**src/rtl/icache_loader_ctrl.sv**
```systemverilog
// Boot-time instruction-cache loader: parses a little-endian word-count header,
// packs the following bytes into instruction words and writes them to the cache.
module icache_loader_ctrl #(
  parameter int unsigned            ADDR_WID  = 32,
  parameter int unsigned            INSTR_WID = 32,
  parameter int unsigned            DEPTH     = 100,
  parameter logic [ADDR_WID-1:0]    BASE_ADDR = '0
) (
  input  logic                  clk_i,
  input  logic                  rst_n_i,
  input  logic                  boot_start_i,
  input  logic                  byte_valid_i,
  input  logic [7:0]            byte_i,
  output logic                  byte_ready_o,
  output logic                  wr_instr_en_o,
  output logic [INSTR_WID-1:0]  wr_instr_o,
  output logic [ADDR_WID-1:0]   cache_addr_o,
  input  logic [ADDR_WID-1:0]   fetch_addr_i,
  output logic                  fetch_stall_o,
  output logic                  load_done_o,
  output logic                  load_err_o
);

  localparam int unsigned BYTES_PER_WORD = INSTR_WID / 8;
  localparam int unsigned HDR_BYTES      = 4;
  localparam int unsigned CNT_W          = 32;
  // One index serves both the 4-byte header and the word assembly.
  localparam int unsigned IDX_W = (BYTES_PER_WORD > HDR_BYTES) ? $clog2(BYTES_PER_WORD) : 2;

  typedef enum logic [2:0] {
    S_IDLE,
    S_HDR,
    S_DATA,
    S_WRITE,
    S_DONE,
    S_ERROR
  } state_t;

  state_t               state_q, state_n;
  logic [ADDR_WID-1:0]  fill_addr_q;
  logic [IDX_W-1:0]     idx_q;
  logic [CNT_W-1:0]     count_q;
  logic [CNT_W-1:0]     words_q;

  logic                 xfer;
  logic                 start;
  logic                 hdr_last;
  logic                 word_last;
  logic [CNT_W-1:0]     hdr_cnt;
  logic                 ready_n;
  logic                 wr_en_n;
  logic                 done_n;
  logic                 err_n;
  logic                 stall_n;

  assign xfer      = byte_valid_i & byte_ready_o;
  assign start     = boot_start_i & ((state_q == S_IDLE) | (state_q == S_DONE) | (state_q == S_ERROR));
  assign hdr_last  = (idx_q == IDX_W'(HDR_BYTES - 1));
  assign word_last = (idx_q == IDX_W'(BYTES_PER_WORD - 1));
  // Header value as it will stand once the current (final) byte is shifted in.
  assign hdr_cnt   = {byte_i, count_q[23:0]};

  // Next-state and next-output decode; outputs are registered from state_n.
  always_comb begin
    state_n = state_q;
    ready_n = 1'b0;
    wr_en_n = 1'b0;
    done_n  = 1'b0;
    err_n   = 1'b0;
    stall_n = 1'b1;

    case (state_q)
      S_IDLE: if (boot_start_i) state_n = S_HDR;
      S_HDR: begin
        if (xfer && hdr_last) begin
          if (hdr_cnt == '0)                   state_n = S_DONE;
          else if (hdr_cnt > CNT_W'(DEPTH))    state_n = S_ERROR;
          else                                 state_n = S_DATA;
        end
      end
      S_DATA:  if (xfer && word_last) state_n = S_WRITE;
      S_WRITE: begin
        if (words_q + CNT_W'(1) == count_q) state_n = S_DONE;
        else                                state_n = S_DATA;
      end
      S_DONE:  if (boot_start_i) state_n = S_HDR;
      S_ERROR: if (boot_start_i) state_n = S_HDR;
      default: state_n = S_IDLE;
    endcase

    ready_n = (state_n == S_HDR) || (state_n == S_DATA);
    wr_en_n = (state_n == S_WRITE);
    done_n  = (state_n == S_DONE);
    err_n   = (state_n == S_ERROR);
    stall_n = (state_n != S_DONE);
  end

  // State and registered control outputs.
  always_ff @(posedge clk_i or negedge rst_n_i) begin
    if (!rst_n_i) begin
      state_q       <= S_IDLE;
      byte_ready_o  <= 1'b0;
      wr_instr_en_o <= 1'b0;
      load_done_o   <= 1'b0;
      load_err_o    <= 1'b0;
      fetch_stall_o <= 1'b1;
    end else begin
      state_q       <= state_n;
      byte_ready_o  <= ready_n;
      wr_instr_en_o <= wr_en_n;
      load_done_o   <= done_n;
      load_err_o    <= err_n;
      fetch_stall_o <= stall_n;
    end
  end

  // Header capture, word assembly and fill-address bookkeeping.
  always_ff @(posedge clk_i or negedge rst_n_i) begin
    if (!rst_n_i) begin
      fill_addr_q <= BASE_ADDR;
      idx_q       <= '0;
      count_q     <= '0;
      words_q     <= '0;
      wr_instr_o  <= '0;
    end else if (start) begin
      fill_addr_q <= BASE_ADDR;
      idx_q       <= '0;
      count_q     <= '0;
      words_q     <= '0;
    end else begin
      case (state_q)
        S_HDR: begin
          if (xfer) begin
            for (int i = 0; i < int'(HDR_BYTES); i++) begin
              if (idx_q == IDX_W'(i)) count_q[8*i +: 8] <= byte_i;
            end
            idx_q <= hdr_last ? '0 : idx_q + IDX_W'(1);
          end
        end
        S_DATA: begin
          if (xfer) begin
            for (int i = 0; i < int'(BYTES_PER_WORD); i++) begin
              if (idx_q == IDX_W'(i)) wr_instr_o[8*i +: 8] <= byte_i;
            end
            idx_q <= word_last ? '0 : idx_q + IDX_W'(1);
          end
        end
        S_WRITE: begin
          fill_addr_q <= fill_addr_q + ADDR_WID'(BYTES_PER_WORD);
          words_q     <= words_q + CNT_W'(1);
        end
        default: ;
      endcase
    end
  end

  // Fetch owns the cache address port only once loading has completed.
  assign cache_addr_o = load_done_o ? fetch_addr_i : fill_addr_q;

endmodule

```
**config.mk**
```make
export PLATFORM = sky130hd
export DESIGN_NAME = icache_loader_ctrl
export DESIGN_NICKNAME = d
export VERILOG_FILES = /design/src/rtl/icache_loader_ctrl.sv
export SDC_FILE = /design/constraint.sdc
export NUM_CORES = 1
export LEC_CHECK = 0
export CAP_MARGIN = 10
export CORE_UTILIZATION = 50
export DETAILED_ROUTE_END_ITERATION = 10
export PLACE_DENSITY = 0.84
export SLEW_MARGIN = 20
export SYNTH_ARGS = -nofsm -noshare
export SYNTH_HDL_FRONTEND = slang
export SYNTH_SLANG_ARGS = --single-unit
```
**constraint.sdc**
```tcl
create_clock -name clk_i -period 3.1 [get_ports clk_i]
set_clock_uncertainty 0.1 [all_clocks]
set_input_delay 0.775 -clock clk_i [delete_from_list [all_inputs] [get_ports clk_i]]
set_output_delay 0.775 -clock clk_i [all_outputs]
set_load 0.05 [all_outputs]
```
==> results of run 1 <==
-- placed cells by master (no fill, tap or decap), drive strengths merged, types with 2 or more instances in the layout --
cell / Yosys / layout
a21boi: 2 / 2
a21o: 2 / 2
a21oi: 19 / 19
a22o: 3 / 3
a31oi: 11 / 11
and2: 10 / 10
and3: 14 / 14
and4: 6 / 6
buf: 15 / 106
bufinv: 0 / 3
clkbuf: 30 / 18
clkdlybuf4s50: 0 / 78
clkinv: 0 / 4
dfrtp: 135 / 135
ha: 6 / 6
inv: 14 / 20
mux2: 61 / 61
mux2i: 10 / 10
nand2: 85 / 85
nand2b: 3 / 3
nand3: 30 / 30
nand3b: 3 / 3
nand4: 24 / 24
nor2: 63 / 63
nor2b: 5 / 5
nor3: 18 / 18
nor4: 17 / 17
nor4b: 3 / 3
o21ai: 76 / 76
o21bai: 2 / 2
o22ai: 4 / 4
o31ai: 16 / 16
o41ai: 6 / 6
or3: 10 / 10
or4: 5 / 5
xnor2: 37 / 37
xnor3: 2 / 2
xor2: 27 / 27
-- critical path, stage by stage (launching register included) --
cell and delay (ps):
dfrtp_2 460, nand4_1 170, or4_4 610, nor4b_1 350, o22ai_1 160, a2111oi_2 250
nand4_1 240, or3_4 420, a21oi_2 140
-- layer usage --
metal / vias up / GRT usage / wire, um / share of wire
met4: 0 / 0.122 / 536 / 0.024
met2: 316 / 0.501 / 11100 / 0.50
met1: 3431 / 0.362 / 8710 / 0.39
met3: 55 / 0.0573 / 1790 / 0.081
li1: 3163 / - / - / -
met5: - / 0 / 0 / 0
-- final cells by class --
class                           instances  area, um^2  share of cell area
Multi-Input combinational cell        595        3970               0.399
Sequential cell                       136        3410               0.344
Timing Repair Buffer                  184        1640               0.165
Clock buffer                           18         439              0.0442
Tap cell                              184         230              0.0232
Clock inverter                         14         186              0.0188
Inverter                               14        52.6             0.00529
-- power by group --
part           internal (mW)  total [mW]  switching, mW
sequential              2.20        2.77          0.569
clock                   1.31        2.15          0.836
combinational           1.11        2.51           1.40
total                   4.62        7.42           2.81
-- registers in the layout (all words and copies together), names as in the netlist --
signal / cells
fill_addr_q: 30
words_q: 32
byte_ready_o: 1
idx_q: 2
count_q: 32
fetch_stall_o: 1
state_q: 3
load_done_o: 1
wr_instr_en_o: 1
load_err_o: 1
wr_instr_o: 32
-- timing repair --
item	CTS	global route
endpoints found under the hold margin	0	0
gates resized for setup	1	12
setup endpoints to repair	2	6
pin swaps	0	3
-- stage by stage --
| step | setup TNS [ps] | cell area, um^2 | util | setup slack (ps) | instances |
|---|---|---|---|---|---|
| after floorplan | 0 | 7560 | - | 114 | 790 |
| after global placement | 0 | 9260 | 0.632 | 5.51 | 1113 |
| after detailed placement | -71.2 | 9260 | 0.632 | -71.2 | 1113 |
| after CTS | 0 | 9880 | 0.675 | 3.73 | 1145 |
| after global routing | 0 | 9930 | 0.678 | 2.39 | 1145 |
| final | 0 | 9930 | 0.678 | 138 | 1145 |
-- final timing paths --
check	cells after the start	endpoint	slack, ps	from
worst min register to register	1	wr_instr_o[31]$_DFFE_PN0P_	410	wr_instr_o[31]$_DFFE_PN0P_
worst min-delay path	1	wr_instr_o[0]$_DFFE_PN0P_	180	rst_n_i
min in group clk_i	1	wr_instr_o[31]$_DFFE_PN0P_	410	wr_instr_o[31]$_DFFE_PN0P_
max in group asynchronous	2	words_q[0]$_DFFE_PN0P_	1990	rst_n_i
worst max register to register	8	load_err_o$_DFF_PN0_	140	words_q[2]$_DFFE_PN0P_
worst max-delay path	8	load_err_o$_DFF_PN0_	140	words_q[2]$_DFFE_PN0P_
-- cell families after synthesis --
logic type,after synthesis,synth area share
DFF,136,0.450
muxes,71,0.104
adders and majority gates,7,0.0112
buffers and inverters,59,0.0314
xor gates and xnor gates,66,0.0801
AOI/OAI and AO/OA,152,0.121
and+or+nand+nor,299,0.202
==> impl.org, run 1 <==
** Clock network
- TritonCTS built the clock tree.
- Later-pin clock latency in the skew report :: roughly 420 ps
- In this run the deepest clock path goes through 2 buffers.
- After clock tree synthesis, the clock-pin slew on the worst setup and hold paths is ~70 ps.
- The H-tree was split into 4 levels.
- Post-CTS setup buffer count :: 0
- CTS root buffer :: clkbuf_16
- CTS hold repair buffers :: 0
- TritonCTS Buffers :: 17
- Sinks on the clock net :: between 100 and 150

** Setup path
- The worst setup path is captured at a register.
- The worst setup path is of the reg2reg kind.
- Required time at the worst-slack endpoint :: 3350 ps
- CP arrival :: around 3200 ps
- Maximum net fanout on the critical path :: 11
- STA classifies the critical path startpoint as a register.

** Placed design
- Half-perimeter wire length after placement :: about 15000 um
- Routability-driven placement finished with a final weighted congestion of between 0.9 and 1.
- The count of buffers added on input and output ports is around 110.

** Detailed routing
- After detailed routing, the total wire length is 22200 um.
- Once detail routing completed, the nets flagged for antenna violations numbered 0.
- Number of remaining DRC errors :: 0
- Vias after detailed routing :: around 7000
- Detail-routed net length per standard cell :: ~19 um
- Via-per-instance ratio :: 6.08
- The first detailed-routing pass took 7 iterations.
- In this run, the number of DRC markers left after iteration 0 of detailed routing was roughly 600.

** Floorplanning
- The floorplan step set the die height to roughly 130 um.
- The die covers 15600 um^2.
- Measured along the x axis, the die boundary spans roughly 130 um.
- During I/O placement, the number of pins put on the boundary was 113.
- The core region is 14600 um^2.
- Row count :: 44
- Initial cell density of the core :: 0.517

** GRT
- For this run, the total global-route usage over all layers was measured as 0.292.
- Antenna violations before repair :: 0
- Remaining global-route overflow :: 0
- Global-route wire length before repair :: between 30000 and 40000 um
- Via count of the first global-routing pass :: roughly 7000
- Entering global routing, the biggest net connects 63 pins.

** Synthesis
- The number of different library cells used by synthesis comes to 60.
- Dominant synthesized flop cell :: dfrtp_1
- dfrtp_1 is the most common cell in the netlist.
- Counting flops with an async set or reset pin after synthesis yields a share of 1.00.
- The cell area that synthesis handed to floorplanning was 7560 um^2.
- The average instance in the mapped netlist occupies 9.58 um^2.
- Most numerous cell types in the synthesized netlist :: dfrtp_1 (135), nand2_1 (85), o21ai_0 (76)
- Synth area leader :: dfrtp_1
- Post-synth net total :: 840
- Number of enable-type register cells in the synthesized netlist :: 0
- After synthesis the netlist holds a flip-flop and latch count of about 140.
- In the synthesized netlist, the number of instances is 790.
- For this run, the register share of the synthesized area comes to 0.450.
- Cell types occupying the most area after synthesis :: dfrtp_1 (45%), mux2_2 (9.1%), o21ai_0 (5.0%)
- Yosys printed 0 warnings.
- Of the post-synthesis cell area, the dominant cell type holds 0.447.

** Min path
- Kind of path behind the tightest hold check :: in2async

** Cells and area
- The number of antenna diodes in the final layout is 0.
- Number of inserted filler cells in the final layout :: approximately 1000
- The area growth from synthesis to layout is 31.2%.
- After the last flow step, the layout net total stands at around 1000.
- Of the cells placed in the final design, the portion with a size suffix greater than 1 is 0.230.

** Pwr
- Largest vdd supply drop :: between 0.5 and 0.6 mV
- Power Density :: between 700 and 800 nW/um^2
- Power after layout :: 7.42 mW
- In this run the static leakage power is 4.41 nW.

** Timing
- The number of pins exceeding their max-slew limit in the final report came to 0.
- For the pin with the worst max-slew slack, the measured transition is 547 ps.
- The final hold violation count came to 0.
- Final Critical Period :: 2960 ps
- Setup violations remaining at the end of the flow were counted as 0.
- Worst hold margin :: 178 ps
- Worst-case headroom to the max-slew limit :: 0.634
- Setup repair after global routing left no endpoint under its margin.
- For this run, the top clock speed supported by timing is 338 MHz.
- Period utilization :: 0.956

** Outcome
- Result of the run :: finished, final reports clean

** Flow run
- Max-capacitance violation count :: 0
(Power assumes the default switching activity.)
==> run 2, diff against run 1 <==
Settings changed: CAP_MARGIN 10 to 20.
==> results of run 2 <==
The final DEF is identical to that of run 1; final timing and power are the same.
